**src/rtl/rr_hold_arbiter.sv**
```systemverilog
// rtl/rr_hold_arbiter.sv - round-robin arbiter whose winner holds the grant until done, request drop or hold limit
// Grant, owner index, priority pointer and hold counter are all registered so the outputs stay mutually consistent.

module rr_hold_arbiter #(
    parameter int REQS     = 4,
    parameter int MAX_HOLD = 8,
    parameter int IDW      = $clog2(REQS)
) (
    input  logic            clk,
    input  logic            rst,
    input  logic [REQS-1:0] reqs_i,
    input  logic [REQS-1:0] done_i,
    output logic [REQS-1:0] grants_o,
    output logic            any_grant_o,
    output logic [IDW-1:0]  grant_id_o,
    output logic            timeout_o
);

    localparam int HCW = (MAX_HOLD > 1) ? $clog2(MAX_HOLD) : 1;
    localparam logic [HCW-1:0] HOLD_LAST = HCW'(MAX_HOLD - 1);
    localparam logic [IDW-1:0] LAST_IDX  = IDW'(REQS - 1);

    localparam logic [0:0] ST_IDLE  = 1'b0;
    localparam logic [0:0] ST_OWNED = 1'b1;

    logic [0:0]      state_q,     state_d;
    logic [REQS-1:0] grants_q,    grants_d;
    logic            any_grant_q, any_grant_d;
    logic [IDW-1:0]  grant_id_q,  grant_id_d;
    logic [IDW-1:0]  ptr_q,       ptr_d;
    logic [HCW-1:0]  hcnt_q,      hcnt_d;
    logic            timeout_q,   timeout_d;

    logic            owner_done;
    logic            owner_req;
    logic            expired;
    logic            release_now;
    logic [IDW-1:0]  next_ptr;
    logic [IDW-1:0]  arb_ptr;
    logic            arb_found;
    logic [IDW-1:0]  arb_win;

    // Scan req starting at p, wrapping at REQS; returns {found, index}.
    function automatic logic [IDW:0] rr_pick(input logic [REQS-1:0] req,
                                             input logic [IDW-1:0]  p);
        logic [IDW:0]   idx;
        logic           found;
        logic [IDW-1:0] win;
        found = 1'b0;
        win   = '0;
        for (int k = 0; k < REQS; k++) begin
            idx = {1'b0, p} + (IDW+1)'(k);
            if (idx >= (IDW+1)'(REQS)) begin
                idx = idx - (IDW+1)'(REQS);
            end
            if (!found && req[idx[IDW-1:0]]) begin
                found = 1'b1;
                win   = idx[IDW-1:0];
            end
        end
        return {found, win};
    endfunction

    always_comb begin
        owner_done  = done_i[grant_id_q];
        owner_req   = reqs_i[grant_id_q];
        expired     = (hcnt_q == HOLD_LAST);
        release_now = (state_q == ST_OWNED) && (owner_done || !owner_req || expired);
        next_ptr    = (grant_id_q == LAST_IDX) ? '0 : grant_id_q + IDW'(1);
        // On release the new pointer is used in the same cycle so the handoff has no bubble.
        arb_ptr     = release_now ? next_ptr : ptr_q;
        {arb_found, arb_win} = rr_pick(reqs_i, arb_ptr);
    end

    always_comb begin
        state_d    = state_q;
        grants_d   = grants_q;
        grant_id_d = grant_id_q;
        ptr_d      = ptr_q;
        hcnt_d     = hcnt_q;
        timeout_d  = 1'b0;

        case (state_q)
            ST_IDLE: begin
                if (arb_found) begin
                    state_d    = ST_OWNED;
                    grants_d   = REQS'(1) << arb_win;
                    grant_id_d = arb_win;
                    hcnt_d     = '0;
                end
            end
            ST_OWNED: begin
                if (!release_now) begin
                    hcnt_d = hcnt_q + HCW'(1);
                end else begin
                    ptr_d     = next_ptr;
                    timeout_d = expired && !owner_done && owner_req;
                    hcnt_d    = '0;
                    if (arb_found) begin
                        grants_d   = REQS'(1) << arb_win;
                        grant_id_d = arb_win;
                    end else begin
                        state_d    = ST_IDLE;
                        grants_d   = '0;
                        grant_id_d = '0;
                    end
                end
            end
            default: begin
                state_d    = ST_IDLE;
                grants_d   = '0;
                grant_id_d = '0;
                hcnt_d     = '0;
            end
        endcase

        any_grant_d = |grants_d;
    end

    always_ff @(posedge clk) begin
        if (rst) begin
            state_q     <= ST_IDLE;
            grants_q    <= '0;
            any_grant_q <= 1'b0;
            grant_id_q  <= '0;
            ptr_q       <= '0;
            hcnt_q      <= '0;
            timeout_q   <= 1'b0;
        end else begin
            state_q     <= state_d;
            grants_q    <= grants_d;
            any_grant_q <= any_grant_d;
            grant_id_q  <= grant_id_d;
            ptr_q       <= ptr_d;
            hcnt_q      <= hcnt_d;
            timeout_q   <= timeout_d;
        end
    end

    assign grants_o    = grants_q;
    assign any_grant_o = any_grant_q;
    assign grant_id_o  = grant_id_q;
    assign timeout_o   = timeout_q;

endmodule

```
**config.mk**
```make
export PLATFORM = sky130hd
export DESIGN_NAME = rr_hold_arbiter
export DESIGN_NICKNAME = d
export VERILOG_FILES = /design/src/rtl/rr_hold_arbiter.sv
export SDC_FILE = /design/constraint.sdc
export NUM_CORES = 1
export LEC_CHECK = 0
export BUFFER_PORTS_ARGS = -buffer_cell sky130_fd_sc_hd__buf_2
export CAP_MARGIN = 40
export CORE_MARGIN = 2
export CORE_UTILIZATION = 55
export CTS_BUF_LIST = sky130_fd_sc_hd__clkbuf_2
export DETAILED_ROUTE_END_ITERATION = 10
export HOLD_SLACK_MARGIN = 0.02
export PLACE_DENSITY = 0.84
export SETUP_SLACK_MARGIN = 0.5
export SLEW_MARGIN = 20
export SYNTH_ARGS = -nofsm -noshare
export SYNTH_HDL_FRONTEND = slang
export SYNTH_SLANG_ARGS = --single-unit
```
**constraint.sdc**
```tcl
create_clock -name clk -period 7.66 [get_ports clk]
set_clock_uncertainty 0.2 [all_clocks]
set_input_delay 2.298 -clock clk [delete_from_list [all_inputs] [get_ports clk]]
set_output_delay 2.298 -clock clk [all_outputs]
set_load 0.005 [all_outputs]
```
==> flow_metrics.env <==
export IMPL_tns_ns=0
export IMPL_cts_path_max_buffers=2
export IMPL_avgSynthCellArea_um2=8.56
export IMPL_ir_drop_mv=0.127
export IMPL_synth_area_top_cells="dfxtp_1 (35%), nor2_1 (5.7%), ha_1 (4.7%), nand2_1 (4.7%), o21ai_0 (3.8%)"
export IMPL_hold_path_startpoint="grants_o[0]"
export IMPL_crit_buf_inv=1
export IMPL_die_y_um=42.0
export IMPL_r2r_end="grants_o[3]"
export IMPL_synth_most_common_cell="dfxtp_1"
export IMPL_status="finished clean"
export IMPL_fill_cells=116
export IMPL_preCtsSetupSlack_ns=3.13
export IMPL_initial_core_util=0.597
export IMPL_postCtsHoldBufs=0
export IMPL_layout_drive_gt1_share=0.234
export IMPL_num_rows=13
export IMPL_drt_wl_total_um=1820
export IMPL_cts_resized_gates=0
export IMPL_net_switching_power_uw=58.1
export IMPL_met1_usage=0.275
export IMPL_cts_made_buffers=3
export IMPL_pwr_density_cell_mw_per_mm2=189
export IMPL_die_w_um=42.0
export IMPL_dieArea_mm2=0.00177
export IMPL_critPathSlowestCell="mux4_2"
export IMPL_clk_transition_reported_paths_ns=0.14
export IMPL_layout_setup_ws_ns=3.42
export IMPL_layout_nets=125
export IMPL_hold_slack_ns=0.281
export IMPL_core_mm2=0.00133
export IMPL_swShare=0.338
export IMPL_clk_latency_ns=0.30
export IMPL_syn_instance_count=93
export IMPL_syn_cell_area_um2=796
export IMPL_wl_per_cell_um=14.4
export IMPL_postSynth_asyncResetShare=0
export IMPL_crit_path_max_fanout=7
export IMPL_grt_pass1_wl_um=3060
export IMPL_grt_pass1_vias=711
export IMPL_cp_data_required_time_ns=7.71
export IMPL_grt_start_max_net_pins=13
export IMPL_synth_largest_area_cell="dfxtp_1"
export IMPL_max_cap_viol_count=0
export IMPL_synth_cell_types=32
export IMPL_hold_depth=2
export IMPL_h_tree_depth=1
export IMPL_ys_seq_elements=14
export IMPL_crit_path_start_kind="primary input"
export IMPL_reg2reg_from="grant_id_o[0]"
export IMPL_clock_fmax_ghz=0.236
export IMPL_ff_latch_area_um2=280
export IMPL_gr_total_overflow=0
export IMPL_use_met2=0.356
export IMPL_critPathKind="in -> reg"
export IMPL_multi_input_area_um2=497
export IMPL_cp_end_kind="flop"
export IMPL_grt_usage=0.228
export IMPL_place_congestion=0.946
export IMPL_rsz0062_at_grt="no"
export IMPL_clock_power_share=0.210
export IMPL_ff2ff_path_depth=6
export IMPL_area_growth_pct=14.0
export IMPL_antenna_found_initial=0
export IMPL_postCtsSetupRepairBufs=0
export IMPL_io_pins=18
export IMPL_combPwrFrac=0.288
export IMPL_placement_io_buffers=17
export IMPL_ys_warn_count=0
export IMPL_fin_crit_sh=0.553
export IMPL_maxSlewHeadroom=0.605
export IMPL_viasPerCell=6.37
export IMPL_min_period_ns=4.24
export IMPL_cp_arrival_ns=4.29
export IMPL_cts_sinks=14
export IMPL_intPower_uw=114
export IMPL_worstMarginPinSlew_ns=0.590
export IMPL_min_to="grants_o[0]"
export IMPL_synth_edff_count=0
export IMPL_ys_flop_type="dfxtp_1"
export IMPL_first_pass_iters=4
export IMPL_rrSetupSlack_ns=5.11
export IMPL_antenna_cells=0
export IMPL_gr_usage_met3=0.0862
export IMPL_finish_utilization=0.680
export IMPL_drt_first_iter_violations=30
export IMPL_finalSetupViolCount=0
export IMPL_cts_root_buf="clkbuf_2"
export IMPL_worstPathCellList="buf_2 -> nand2b_1 -> mux4_2 -> o21a_1 -> or3_1 -> a211oi_2 -> a32o_2"
export IMPL_cts_tree="yes"
export IMPL_hpwl_um=1400
export IMPL_seq_area_frac_synth=0.352
export IMPL_min_path_type="reg -> reg"
export IMPL_yosysTopAreaCellShare=0.352
export IMPL_cp_top_family="compound AO/OA/AOI/OAI gates"
export IMPL_synth_nets=106
export IMPL_synthTopCellsByCount="dfxtp_1 (14), nor2_1 (12), nand2_1 (10)"
export IMPL_remaining_drc_errors=0
export IMPL_p_seq_frac=0.502
export IMPL_slowest_delay_ns=0.54
export IMPL_postRouteAntennaNets=0
export IMPL_hold_viol_final=0
export IMPL_slew_viol_final=0
export IMPL_top_usage_layer="met2"
export IMPL_total_leakage_power_nw=0.389
export IMPL_dr_total_vias=803
[layout make-up]
type,count,share of cell area
timing repair buffer,17,0.0938
clock inverter,1,0.00414
clock buffer,3,0.0166
multi-input combinational,74,0.548
sequential,14,0.309
inverter,2,0.00828
tap,15,0.0207
[kinds of logic after synthesis]
| family | after synthesis | synth area share |
|---|---|---|
| AOI/OAI and AO/OA | 32 | 0.294 |
| and+or+nand+nor | 35 | 0.211 |
| muxes | 4 | 0.0723 |
| buffers and inverters | 5 | 0.0236 |
| adders and majority gates | 3 | 0.0472 |
| DFF | 14 | 0.352 |
[flip-flops by register name, indices dropped and copies added, names as in the netlist]
register and count:
any_grant_o 1, grant_id_o 2, grants_o 4, hcnt_q 3, ptr_q 2, state_q 1, timeout_o 1
[worst max path at each step]
stage	to	cells past startpoint	from	slack, ns
after floorplan	grants_o[3]	6	done_i[3]	3.38
after global placement	grants_o[3]	7	reqs_i[1]	3.18
after detailed placement	grants_o[3]	7	reqs_i[1]	3.13
after CTS	grants_o[3]	7	reqs_i[1]	3.45
after global routing	grants_o[3]	7	reqs_i[3]	3.26
final	grants_o[3]	7	reqs_i[1]	3.42
[routing by layer]
| layer | up-vias | share of wire | wire (µm) |
|---|---|---|---|
| met5 | - | 0 | 0 |
| met4 | 0 | 0.025 | 46 |
| met3 | 10 | 0.075 | 136 |
| met2 | 35 | 0.47 | 849 |
| met1 | 367 | 0.43 | 784 |
| li1 | 391 | - | - |
[worst min-delay path, stage by stage (launching register included)]
cell     delay, ns
dfxtp_1       0.35
nand2_1       0.05
o31ai_1       0.05
[stage by stage]
stage / instances / power, mW / cell area [µm²]
CTS: 126 / 0.172 / 907
global placement: 122 / 0.136 / 888
finish: 126 / 0.172 / 907
detailed placement: 122 / 0.137 / 888
global route: 126 / 0.182 / 907
floorplan: 93 / 0.121 / 796
[power by group through the flow]
stage	clock, mW	sequential [mW]	combinational [mW]
2_1_floorplan	0	0.0863	0.0342
3_3_place_gp	0	0.0874	0.0482
3_5_place_dp	0	0.0879	0.0488
4_1_cts	0.0372	0.0862	0.0490
5_1_grt	0.0390	0.0874	0.0552
6_report	0.0361	0.0862	0.0495
[cells in the final DEF (no fill, tap or decap), types with 2 or more instances in the layout]
cell | Yosys | final
buf_2 | 0 | 17
dfxtp_1 | 14 | 14
nor2_1 | 12 | 12
nand2_1 | 10 | 10
o21ai_0 | 6 | 6
nand2b_1 | 4 | 4
o21a_1 | 4 | 4
nor3_1 | 3 | 3
o22ai_1 | 3 | 3
a21oi_1 | 3 | 3
ha_1 | 3 | 3
clkbuf_2 | 0 | 3
inv_1 | 2 | 2
or3_1 | 2 | 2
mux2i_1 | 2 | 2
o31ai_1 | 2 | 2
a211oi_1 | 2 | 2
a32o_1 | 2 | 2
a22oi_1 | 2 | 2
No activity file was read; power rests on OpenSTA's default activity.
